`src/rtl/vga_vram_reader.sv`:
```
// Display-side VRAM scanner: 640x480@60 VGA timing, each VRAM cell shown as an 8x8 block.
// The address is registered together with the counters; colour and sync are registered one pixel tick later.
module vga_vram_reader #(
   parameter int H_VISIBLE   = 640,
   parameter int H_FRONT     = 16,
   parameter int H_SYNC      = 96,
   parameter int H_BACK      = 48,
   parameter int V_VISIBLE   = 480,
   parameter int V_FRONT     = 10,
   parameter int V_SYNC      = 2,
   parameter int V_BACK      = 33,
   parameter int VRAM_W      = 80,
   parameter int VRAM_H      = 60,
   parameter int SCALE_SHIFT = 3,
   parameter int CLK_DIV     = 2
) (
   input  logic        Clock,
   input  logic        Reset,
   output logic [12:0] oVRAMReadAddress,
   input  logic [2:0]  iVRAMData,
   output logic        oVGA_R,
   output logic        oVGA_G,
   output logic        oVGA_B,
   output logic        oHSync,
   output logic        oVSync,
   output logic        oFrameStart
);

   localparam int H_TOTAL  = H_VISIBLE + H_FRONT + H_SYNC + H_BACK;
   localparam int V_TOTAL  = V_VISIBLE + V_FRONT + V_SYNC + V_BACK;
   localparam int HCW      = $clog2(H_TOTAL);
   localparam int VCW      = $clog2(V_TOTAL);
   localparam int DIVW     = $clog2(CLK_DIV);
   localparam int HS_FIRST = H_VISIBLE + H_FRONT;
   localparam int HS_LAST  = HS_FIRST + H_SYNC - 1;
   localparam int VS_FIRST = V_VISIBLE + V_FRONT;
   localparam int VS_LAST  = VS_FIRST + V_SYNC - 1;
   localparam int ROW_LAST = (VRAM_H - 1) * VRAM_W;

   function automatic logic [2:0] gate_rgb(input logic [2:0] rgb, input logic en);
      return en ? rgb : 3'b000;
   endfunction

   logic [DIVW-1:0] divider;
   logic            tick;
   logic [HCW-1:0]  h_p0, h_next;
   logic [VCW-1:0]  v_p0, v_next;
   logic [12:0]     row_base_p0, row_base_next, addr_next, addr_p0;
   logic            h_wrap, v_wrap, vld_next;
   logic            vld_p0, hs_p0, vs_p0, fs_p0;
   logic [2:0]      rgb_p1;
   logic            hs_p1, vs_p1, fs_p1;

   assign tick = (divider == DIVW'(CLK_DIV - 1));

   // next scan position; the address is computed for it so it lines up with the counters
   always_comb begin
      h_wrap        = (h_p0 == HCW'(H_TOTAL - 1));
      v_wrap        = h_wrap && (v_p0 == VCW'(V_TOTAL - 1));
      h_next        = h_wrap ? '0 : h_p0 + 1'b1;
      v_next        = v_p0;
      row_base_next = row_base_p0;
      if (v_wrap) begin
         v_next        = '0;
         row_base_next = '0;
      end else if (h_wrap) begin
         v_next = v_p0 + 1'b1;
         if ((v_p0[SCALE_SHIFT-1:0] == '1) && (v_p0 < VCW'(V_VISIBLE - 1)) &&
             (row_base_p0 < 13'(ROW_LAST)))
            row_base_next = row_base_p0 + 13'(VRAM_W);
      end
      vld_next  = (h_next < HCW'(H_VISIBLE)) && (v_next < VCW'(V_VISIBLE));
      addr_next = vld_next ? row_base_next + 13'(h_next >> SCALE_SHIFT) : 13'd0;
   end

   // stage p0: pixel divider, scan counters and VRAM address
   always_ff @(posedge Clock) begin
      if (Reset) begin
         divider     <= '0;
         h_p0        <= '0;
         v_p0        <= '0;
         row_base_p0 <= '0;
         addr_p0     <= '0;
      end else begin
         divider <= tick ? '0 : divider + 1'b1;
         if (tick) begin
            h_p0        <= h_next;
            v_p0        <= v_next;
            row_base_p0 <= row_base_next;
            addr_p0     <= addr_next;
         end
      end
   end

   always_comb begin
      vld_p0 = (h_p0 < HCW'(H_VISIBLE)) && (v_p0 < VCW'(V_VISIBLE));
      hs_p0  = !((h_p0 >= HCW'(HS_FIRST)) && (h_p0 <= HCW'(HS_LAST)));
      vs_p0  = !((v_p0 >= VCW'(VS_FIRST)) && (v_p0 <= VCW'(VS_LAST)));
      fs_p0  = (h_p0 == '0) && (v_p0 == '0);
   end

   // stage p1: RAM data arrives within the tick period; colour and sync leave together
   always_ff @(posedge Clock) begin
      if (Reset) begin
         rgb_p1 <= 3'b000;
         hs_p1  <= 1'b1;
         vs_p1  <= 1'b1;
         fs_p1  <= 1'b0;
      end else begin
         fs_p1 <= tick && fs_p0;
         if (tick) begin
            rgb_p1 <= gate_rgb(iVRAMData, vld_p0);
            hs_p1  <= hs_p0;
            vs_p1  <= vs_p0;
         end
      end
   end

   assign oVRAMReadAddress = addr_p0;
   assign oVGA_R           = rgb_p1[2];
   assign oVGA_G           = rgb_p1[1];
   assign oVGA_B           = rgb_p1[0];
   assign oHSync           = hs_p1;
   assign oVSync           = vs_p1;
   assign oFrameStart      = fs_p1;

endmodule
```
`config.mk`:
```
export PLATFORM = sky130hd
export DESIGN_NAME = vga_vram_reader
export DESIGN_NICKNAME = d
export VERILOG_FILES = /design/src/rtl/vga_vram_reader.sv
export SDC_FILE = /design/constraint.sdc
export NUM_CORES = 1
export LEC_CHECK = 0
export BUFFER_PORTS_ARGS = -buffer_cell sky130_fd_sc_hd__buf_2
export CAP_MARGIN = 5
export CORE_MARGIN = 2
export CORE_UTILIZATION = 40
export DETAILED_ROUTE_END_ITERATION = 10
export GPL_TIMING_DRIVEN = 0
export RECOVER_POWER = 25
export SLEW_MARGIN = 5
export SYNTH_ARGS = -nofsm -noshare
export SYNTH_HDL_FRONTEND = slang
export SYNTH_SLANG_ARGS = --single-unit
```
`constraint.sdc`:
```
create_clock -name Clock -period 4.9 [get_ports Clock]
set_input_delay 0.245 -clock Clock [delete_from_list [all_inputs] [get_ports Clock]]
set_output_delay 0.245 -clock Clock [all_outputs]
set_load 0.005 [all_outputs]
```
== After elaboration in Yosys (flattened, before gate mapping) ==
Cells that the tools add are included.
Cells by class
  equality and inequality tests: 3
  muxes and demuxes: 8
  multiply operators: 0
  reduce and logical (&&, ||, !) cells: 14
  $lt $le $gt $ge: 10
  shift-type cells: 0
  add/subtract/negate cells: 5
  bitwise gates (word level): 0
  divide/modulo/power cells: 0
Operator list (count)
  2-to-1 mux 13 bit: 4
  less-than comparator 10 x 9 -> 1 bit (second input constant): 3
  2-to-1 mux 10 bit: 3
  adder 10 x 1 -> 10 bit (second input constant): 2
  equality test 10 bit (second input constant): 2
  zero test 10 bit: 2
  less-than comparator 10 bit (second input constant): 2
  adder 13 x 7 -> 13 bit: 1
  adder 13 x 7 -> 13 bit (second input constant): 1
  less-than comparator 13 bit (second input constant): 1
  greater-or-equal comparator 10 bit (second input constant): 1
  greater-or-equal comparator 10 x 9 -> 1 bit (second input constant): 1
  less-or-equal comparator 10 bit (second input constant): 1
  less-or-equal comparator 10 x 9 -> 1 bit (second input constant): 1
  logical AND 1 bit: 9
  equality test 3 bit (second input constant): 1
  2-to-1 mux 3 bit: 1
  zero test 1 bit: 2
  OR reduction 2 bit: 1
  adder 1 bit (second input constant): 1
Storage, ports and cells
  output and inout bits: 19
  input port bits: 5
  latch bits: 0
  bits in read-only memories: 0
  memories: 0
  logic and storage cells: 49
  memory bits (writable): 0
  register bits after elaboration: 53

== Depth between registers and ports, before layout ==
Gate-level depths: netlist of run 1.
  word-level depth: 8
  depth in mapped cells: 17
  mapped depth without buffers: 16

== Worst setup path before layout of run 1 ==
OpenSTA, ideal clock, no wires.
  path kind: register to register
  start point: reg h_p0[0]
  end point: reg addr_p0[12] (netlist: oVRAMReadAddress[12])
  path buffers: 2
  setup time: 0.079 ns
  cell stages (with the launch flop): 18
  period minus slack after synthesis: 3.394 ns
  data arrival time: 3.315 ns
  required time: 4.821 ns
  path slack: 1.506 ns
  path through: dfxtp_1 ha_1 and3_1 buf_2 nand3_1 or2_2 clkbuf_1 and2_1 ha_1 inv_1 fa_1 nor2b_1 o21ai_0 a21boi_0 o211ai_1 and2_1 or3_1 o211ai_1
On the way
  elaborated cells between the ends (all ways): 13
  those cells by class: add/sub: 2; order compare: 2; eq/ne: 1; mux: 6; reduce/logical: 2
RTL lines
  from (decl): line 46  | logic [HCW-1:0] h_p0, h_next;
  from (signal assigned): line 87  | h_p0 <= h_next;
  equality test 10 bit *: line 58  | h_wrap = (h_p0 == HCW'(H_TOTAL - 1));
  2-to-1 mux 13 bit / logical AND 1 bit (equally long branches): line 66, 59
  2-to-1 mux 13 bit *: line 63  | if (v_wrap) begin
  named net row_base_next[0]: line 48  | logic [12:0] row_base_p0, row_base_next, addr_next, addr_p0;
  adder 13 x 7 -> 13 bit *: line 73  | addr_next = vld_next ? row_base_next + 13'(h_next >> SCALE_SHIFT) : 13'd0;
  2-to-1 mux 13 bit *: line 73
  to (signal assigned): line 90  | addr_p0 <= addr_next;
  to (decl): line 48
Mark *: on every way through the listed nets, which the timed path passes. The rest lies on a longest branch.
A chain may end at the register's enable or synchronous reset.

== Worst setup path after layout of run 1 ==
Same ends and word-level chain as after synthesis.

==> results of run 1 <==
[worst max-delay path by stage]
stage | depth (start not counted) | slack, ns | end | startpoint
final | 17 | 0.87 | oVRAMReadAddress[12] | h_p0[0]
after global routing | 17 | 0.35 | oVRAMReadAddress[12] | h_p0[0]
after CTS | 17 | 0.84 | oVRAMReadAddress[12] | h_p0[0]
after detailed placement | 17 | 0.87 | oVRAMReadAddress[12] | h_p0[0]
after global placement | 17 | 0.89 | oVRAMReadAddress[12] | h_p0[0]
after floorplan | 17 | 1.51 | oVRAMReadAddress[12] | h_p0[0]
[logic make-up (layout without fill, tap and decap cells)]
kind of cell	count (synthesis)	after routing	share of synthesized area
AO/OA/AOI/OAI	87	87	0.188
XOR/XNOR	26	26	0.0725
adder cells (fa/ha/maj)	14	14	0.0581
buffers and inverters	33	64	0.0438
flip-flops	53	53	0.338
multiplexers	3	3	0.00956
AND/OR/NAND/NOR	179	179	0.290
[critical path, delay by kind of cell (launching register included)]
family,cells,cell delay (ns)
buffers and inverters,3,0.61
AO/OA/AOI/OAI,4,0.78
AND/OR/NAND/NOR,7,1.40
adder cells (fa/ha/maj),3,0.80
flip-flops,1,0.37
[routing by layer]
layer  share of wire  track usage  routed length [um]  vias up
li1                -            -                   -     1459
met1            0.49        0.270                3820     1324
met2            0.46        0.316                3600       69
met3           0.037       0.0269                 291       11
met4           0.017       0.0527                 131        0
met5               0            0                   0        -
[registers in the layout, indices dropped and copies added, names as in the netlist, 3 cells and up]
name              count
oVRAMReadAddress     13
row_base_p0          13
h_p0                 10
v_p0                 10
rgb_p1                3
[power by group]
part | switching (mW) | internal, mW | leakage, nW | total (mW)
combinational | 0.0338 | 0.0160 | 0.830 | 0.0498
sequential | 0.00292 | 0.435 | 0.428 | 0.438
clock | 0.156 | 0.102 | 0.0445 | 0.258
total | 0.192 | 0.553 | 1.30 | 0.746
[metrics by stage]
stage | std cells | worst slack (ns) | area (um2) | utilization
floorplan | 395 | 1.51 | 3140 | -
global placement | 520 | 0.893 | 3380 | 0.440
detailed placement | 520 | 0.865 | 3380 | 0.440
CTS | 528 | 0.835 | 3470 | 0.452
global route | 528 | 0.349 | 3470 | 0.451
finish | 528 | 0.868 | 3470 | 0.451
[cell usage in the layout, fill, tap and decap left out, types with 5 or more instances in the layout]
| master | instances |
|---|---|
| a21oi_1 | 25 |
| and2_1 | 11 |
| and3_1 | 5 |
| buf_2 | 24 |
| clkbuf_1 | 17 |
| clkbuf_8 | 5 |
| dfxtp_1 | 53 |
| ha_1 | 13 |
| inv_1 | 11 |
| nand2_1 | 39 |
| nand2b_1 | 6 |
| nand3_1 | 14 |
| nand4_1 | 14 |
| nor2_1 | 49 |
| nor2b_1 | 5 |
| nor3_1 | 13 |
| nor4_1 | 5 |
| o21ai_0 | 22 |
| xnor2_1 | 12 |
| xor2_1 | 14 |
[area by class of cell]
cell class,count,area (um2),area share
Clock inverter,3,21.3,0.00613
Multi-Input combinational cell,309,1940,0.560
Timing Repair Buffer,23,111,0.0321
Inverter,12,45.0,0.0130
Tap cell,102,128,0.0368
Sequential cell,53,1060,0.306
Buffer,21,92.6,0.0267
Clock buffer,5,68.8,0.0198
==> flow_summary.ini, run 1 <==
[outcome]
status = complete, no violations

[critical_path]
r2r-start = h_p0[0]
path_max_fanout = 10
endpoint_kind = register
start_kind = register
reg2reg_depth = 17
cpPeakStageDelay_ns = 0.40
critical-path-slowest-cell = fa_1
worstReg2RegEnd = oVRAMReadAddress[12]
crit_required_ns = 5.15
critPathArrivalTime_ns = 4.28
r2r_setup_slack_ns = 0.87
path_cells = ha_1, and3_1, buf_2, nand3_1, or2_2, clkbuf_1, and2_1, ha_1, inv_1, fa_1, nor2b_1, o21ai_0, a21boi_0, o211ai_1, and2_1, or3_1, o211ai_1
path_class = reg -> reg

[logic_synthesis]
synth.cell_area_um2 = 3140
ys_seq_area_frac = 0.338
ys_ff_latch = 53
synth.top_cell.area_share = 0.338
async_reset_ff_frac = 0
ys.flop_type = dfxtp_1
synth.area.top_cells = dfxtp_1 (34%), nor2_1 (5.9%), ha_1 (5.2%)
yosysTopAreaCell = dfxtp_1
synth-edff-count = 0
syn-num-nets = 414
syn_inst = 395
synth_area_per_cell_um2 = 7.95
synth.distinct_cells = 57
yosys-top-cells-count = dfxtp_1 (53), nor2_1 (49), nand2_1 (39)
ys_warn_count = 0
synth.most_common_cell = dfxtp_1

[power]
power.density_nw_per_um2 = 215
leakagePower_nw = 1.30
ir_drop_uv = 185
power_mw = 0.746

[drt]
wirelength_mm = 7.84
drt_iter0_drc = 166
first_pass_iters = 4
vias_per_cell = 5.42
detail-route-antenna-nets = 0
drc = 0
num_vias = 2863
wl_per_cell_um = 14.9

[timing]
slew_viol_final = 0
holdWs_ns = 0.141
rsz0062_at_grt = no
fin_setup_tns_ns = 0
fin_crit_ns = 4.03
worst_pin_slew_ns = 0.751
hold_violations = 0
fmax_ghz = 0.248
setup_viol = 0
maxSlewHeadroom = 0.497
fin_skew_ns = 0.00584
final_min_period_over_clock_period = 0.823

[floorplanning]
io_pins = 24
coreArea_um2 = 7690
initial_core_util = 0.409
die-area_um2 = 8580
placementRows = 32
dieHeight_um = 92.6
die_w_um = 92.6

[clock_network]
ctsHtreeMaxLevel = 2
clkTransAtPathRegs_ns = 0.10
cts.sinks = 53
cts_setup_buffers = 0
cts_tree = yes
clock_latency_ns = 0.31
hold_buffers = 0
cts_buffers = 5
postCtsResizedCells = 0
clk_path_buf_depth = 2
clock-root-buffer = clkbuf_8

[worst_hold_path]
min_to = rgb_p1[1]
min_path_type = in -> reg
hold_depth = 2
hold_start = iVRAMData[1]

[flow_run]
maxCapViolCount = 0

[placed_design]
hpwl_mm = 5.80
io_buffers = 23
place_congestion = 0.911

[finish]
synthToLayoutAreaGrowth_pct = 10.5
drive_gt1_frac = 0.106
fillers = 835
final_nets = 444
n_antenna_cell = 0

[global_route]
grt_pass1_wl_mm = 13.4
antenna_found_initial = 0
overflow = 0
grt_max_degree = 18
grt_pass1_vias = 2697
grtUsageTotal = 0.194
No activity file was read; power rests on OpenSTA's default activity.
==> run 2: changes to the inputs <==
- clock period: 4.9 -> 3.6 ns (I/O delays scaled with it)
==> flow_summary.ini, run 2 (synthesis results as in run 1) <==
[outcome]
status = complete, no violations

[timing]
fmax_ghz = 0.303
slew_viol_final = 0
fin_crit_ns = 3.30
setup_viol = 0
maxSlewHeadroom = 0.505
holdWs_ns = 0.0672
fin_skew_ns = 0.00544
rsz0062_at_grt = no
fin_ws_ns = 0.296
worst_pin_slew_ns = 0.740
final_min_period_over_clock_period = 0.918
fin_setup_tns_ns = 0
hold_violations = 0

[drt]
num_vias = 2889
drc = 0
detail-route-antenna-nets = 0
vias_per_cell = 5.46
drt_iter0_drc = 150
wirelength_mm = 7.93
first_pass_iters = 4
wl_per_cell_um = 15.0

[critical_path]
crit_start = h_p0[1]
path_max_fanout = 10
endpoint_kind = register
worstReg2RegEnd = oVRAMReadAddress[12]
r2r_setup_slack_ns = 0.30
reg2reg_depth = 13
path_class = reg -> reg
r2r-start = h_p0[1]
start_kind = register
critPathArrivalTime_ns = 3.55
crit_required_ns = 3.85

[floorplanning]
placementRows = 32
dieHeight_um = 92.6
initial_core_util = 0.409
die-area_um2 = 8580
die_w_um = 92.6
io_pins = 24
coreArea_um2 = 7690

[finish]
utilization = 0.459
drive_gt1_frac = 0.138
final_nets = 445
n_antenna_cell = 0
final_common_cell = dfxtp_1
synthToLayoutAreaGrowth_pct = 12.3
layout_common_cells = dfxtp_1 (52), nor2_1 (46), nand2_1 (39), a21oi_1 (25), buf_2 (24)
fin_cells = 529
stdcell_area_um2 = 3530

[global_route]
overflow = 0
grt_pass1_vias = 2696
antenna_found_initial = 0
grt_max_degree = 18
grtUsageTotal = 0.194
grt_pass1_wl_mm = 13.3

[power]
leakagePower_nw = 1.32
power.density_nw_per_um2 = 289
ir_drop_uv = 253
power_mw = 1.02

[clock_network]
clock_latency_ns = 0.32
clk_path_buf_depth = 2
hold_buffers = 0
clock-root-buffer = clkbuf_8
ctsHtreeMaxLevel = 2
cts.sinks = 53
cts_buffers = 5
clkTransAtPathRegs_ns = 0.10
cts_tree = yes

[worst_hold_path]
min_to = rgb_p1[1]
hold_depth = 2
hold_start = iVRAMData[1]
min_path_type = in -> reg

[placed_design]
io_buffers = 23
dp_slack_ns = -0.435
place_congestion = 0.911
placedCellCount = 520
placed_area_um2 = 3380
hpwl_mm = 5.80

[flow_run]
maxCapViolCount = 0
==> run 2: cell types whose count changed in the layout (fill, tap and decap cells not counted), moves of 2 or more <==
| cell | change |
|---|---|
| nor2_1 | -3 |
| clkbuf_1 | -3 |
| nor2_2 | +3 |
| nand3_1 | -2 |
| buf_4 | +3 |
==> run 2: final cells by class <==
type / instances / area [um2]
tap: 102 / 128
sequential: 53 / 1060
multi-input combinational: 309 / 1980
clock inverter: 3 / 21.3
clock buffer: 5 / 68.8
fill: 837 / 4160
buffer: 19 / 86.3
inverter: 12 / 45.0
timing repair buffer: 26 / 134
==> run 2: worst max path at each step <==
stage,cells after the start,slack [ns],endpoint
final,13,0.30,oVRAMReadAddress[12]
after global routing,16,0.01,oVRAMReadAddress[8]
after CTS,16,0.04,oVRAMReadAddress[12]
after detailed placement,17,-0.43,oVRAMReadAddress[12]
after global placement,17,-0.41,oVRAMReadAddress[12]
after floorplan,17,0.21,oVRAMReadAddress[12]
==> run 2: worst max-delay path: stages (launching register included) <==
cell and delay (ns):
dfxtp_1 0.41, ha_1 0.20, and3_1 0.16, buf_2 0.23
nand3_4 0.15, nor2_2 0.34, clkbuf_2 0.30, nor2_1 0.08
ha_1 0.32, a21boi_2 0.21, o211ai_1 0.18, and2_1 0.19
or3_1 0.31, o211ai_1 0.16
==> run 2: timing repair <==
action | 4_1_cts | 5_1_grt
setup endpoints to repair | 8 | 8
buffers inserted | 0 | 3
pin swaps | 0 | 4
gates resized for setup | 5 | 10
==> run 2: power by group <==
| group | total (mW) | internal [mW] | switching, mW |
|---|---|---|---|
| combinational | 0.0676 | 0.0218 | 0.0458 |
| clock | 0.354 | 0.139 | 0.215 |
| sequential | 0.597 | 0.593 | 0.00402 |
==> run 2: layer usage <==
metal	vias up	GRT usage	share of wire
li1	1465	-	-
met1	1360	0.268	0.48
met2	54	0.318	0.46
met3	10	0.0269	0.042
met4	0	0.0527	0.013
met5	-	0	0
==> run 3: changes to the inputs <==
- CELL_PAD_IN_SITES_DETAIL_PLACEMENT: default -> 0
- CELL_PAD_IN_SITES_GLOBAL_PLACEMENT: default -> 1
- PLACE_DENSITY_LB_ADDON: default -> 0.1
==> flow_summary.ini, run 3 (synthesis results as in run 1) <==
[placed_design]
placedCellCount = 520
hpwl_mm = 6.01
dp_slack_ns = -0.488
placed_area_um2 = 3380
io_buffers = 23
place_congestion = 0.895

[finish]
final_nets = 442
final_common_cell = dfxtp_1
stdcell_area_um2 = 3500
layout_common_cells = dfxtp_1 (52), nor2_1 (46), nand2_1 (39), a21oi_1 (25), buf_2 (23)
drive_gt1_frac = 0.120
regArea_um2 = 1060
fin_cells = 526
fillers = 841
utilization = 0.455
synthToLayoutAreaGrowth_pct = 11.4
n_antenna_cell = 0
multi_input_area_um2 = 1970

[critical_path]
start_kind = register
r2r-start = h_p0[0]
worstReg2RegEnd = oVRAMReadAddress[12]
path_class = reg -> reg
endpoint_kind = register
reg2reg_depth = 15
crit_required_ns = 3.85
crit_start = h_p0[0]
path_max_fanout = 9
cp-endpoint = oVRAMReadAddress[12]
r2r_setup_slack_ns = 0.23
critPathArrivalTime_ns = 3.62

[worst_hold_path]
min_path_type = in -> reg
hold_depth = 2

[global_route]
grt_pass1_vias = 2617
grt_max_degree = 20
grt_pass1_wl_mm = 13.4
overflow = 0
antenna_found_initial = 0
grtUsageTotal = 0.198

[clock_network]
hold_buffers = 0
ctsHtreeMaxLevel = 2
clock-root-buffer = clkbuf_8
cts_tree = yes
cts_setup_buffers = 0
clkTransAtPathRegs_ns = 0.12
clk_path_buf_depth = 2
cts.sinks = 53
cts_buffers = 5
clock_latency_ns = 0.32

[drt]
num_vias = 2860
wl_met2_mm = 3.74
maxUsedRoutingLayer = met4
detail-route-antenna-nets = 0
wl_per_cell_um = 15.4
first_pass_iters = 4
drt_iter0_drc = 110
drc = 0
wirelength_mm = 8.10
vias_per_cell = 5.44
wl_met3_um = 253
wl_met1_mm = 4.02

[floorplanning]
coreArea_um2 = 7690
die-area_um2 = 8580
io_pins = 24
die_w_um = 92.6
placementRows = 32
dieHeight_um = 92.6
initial_core_util = 0.409

[timing]
fin_ws_ns = 0.235
slew_viol_final = 0
fin_crit_ns = 3.37
fmax_ghz = 0.297
maxSlewHeadroom = 0.473
setup_viol = 0
final_min_period_over_clock_period = 0.935
fin_skew_ns = 0.0137
worst_pin_slew_ns = 0.787
hold_violations = 0
rsz0062_at_grt = no

[power]
ir_drop_uv = 170
power.density_nw_per_um2 = 298
sw_frac_of_total = 0.270
p_clk_frac = 0.361
combPwrFrac = 0.066
leakagePower_nw = 1.31
switchingPower_mw = 0.281
intPower_mw = 0.761
seqPwrFrac = 0.573

[flow_run]
maxCapViolCount = 0

[outcome]
status = complete, no violations
[run 3: worst min-delay path by stage]
stage | start | endpoint | slack [ns]
global placement | iVRAMData[0] | rgb_p1[0] | 0.39
finish | iVRAMData[0] | rgb_p1[0] | 0.06
CTS | iVRAMData[0] | rgb_p1[0] | 0.06
global route | iVRAMData[0] | rgb_p1[0] | 0.07
detailed placement | iVRAMData[1] | rgb_p1[1] | 0.40
floorplan | iVRAMData[0] | rgb_p1[0] | 0.31
[run 3: repair_timing]
action                                  CTS  global route
cloned                                    0             0
endpoints found under the setup margin    8             8
resized for setup                         6             6
pin swaps                                 0             2
[run 3: routing by layer]
| layer | vias to the layer above | global-route usage |
|---|---|---|
| met5 | - | 0 |
| met4 | 0 | 0.0429 |
| met3 | 6 | 0.0342 |
| met2 | 48 | 0.327 |
| met1 | 1347 | 0.272 |
| li1 | 1459 | - |
[run 3: power by group through the flow]
| stage | combinational, mW | clock, mW | sequential [mW] |
|---|---|---|---|
| global route | 0.0777 | 0.412 | 0.598 |
| floorplan | 0.0432 | 0 | 0.610 |
| detailed placement | 0.0696 | 0 | 0.610 |
| finish | 0.0691 | 0.376 | 0.597 |
| global placement | 0.0694 | 0 | 0.610 |
| CTS | 0.0700 | 0.390 | 0.597 |
[run 3: worst max-delay path, cell delays in order, from the launching register on]
cell and delay, ns:
dfxtp_2 0.36, ha_1 0.22, and3_1 0.18, buf_2 0.19, and3_1 0.28, nor2_2 0.20
ha_1 0.20, inv_1 0.06, fa_1 0.40, nor2b_1 0.13, o21ai_1 0.09, a21boi_2 0.20
o211ai_1 0.15, and2_1 0.18, or3_1 0.30, o211ai_1 0.16
[run 3: layout make-up]
| cell class | count | area share |
|---|---|---|
| Timing Repair Buffer | 23 | 0.0315 |
| Multi-Input combinational cell | 309 | 0.563 |
| Inverter | 12 | 0.0129 |
| Tap cell | 102 | 0.0365 |
| Buffer | 19 | 0.0247 |
| Sequential cell | 53 | 0.304 |
| Clock inverter | 3 | 0.00823 |
| Clock buffer | 5 | 0.0197 |
[run 3: stage by stage]
| step | hold slack (ns) | TNS, ns | power, mW |
|---|---|---|---|
| after global placement | 0.391 | -1.86 | 0.679 |
| final | 0.0623 | 0 | 1.04 |
| after floorplan | 0.306 | 0 | 0.653 |
| after CTS | 0.0591 | 0 | 1.06 |
| after global routing | 0.0683 | 0 | 1.09 |
| after detailed placement | 0.397 | -1.86 | 0.680 |
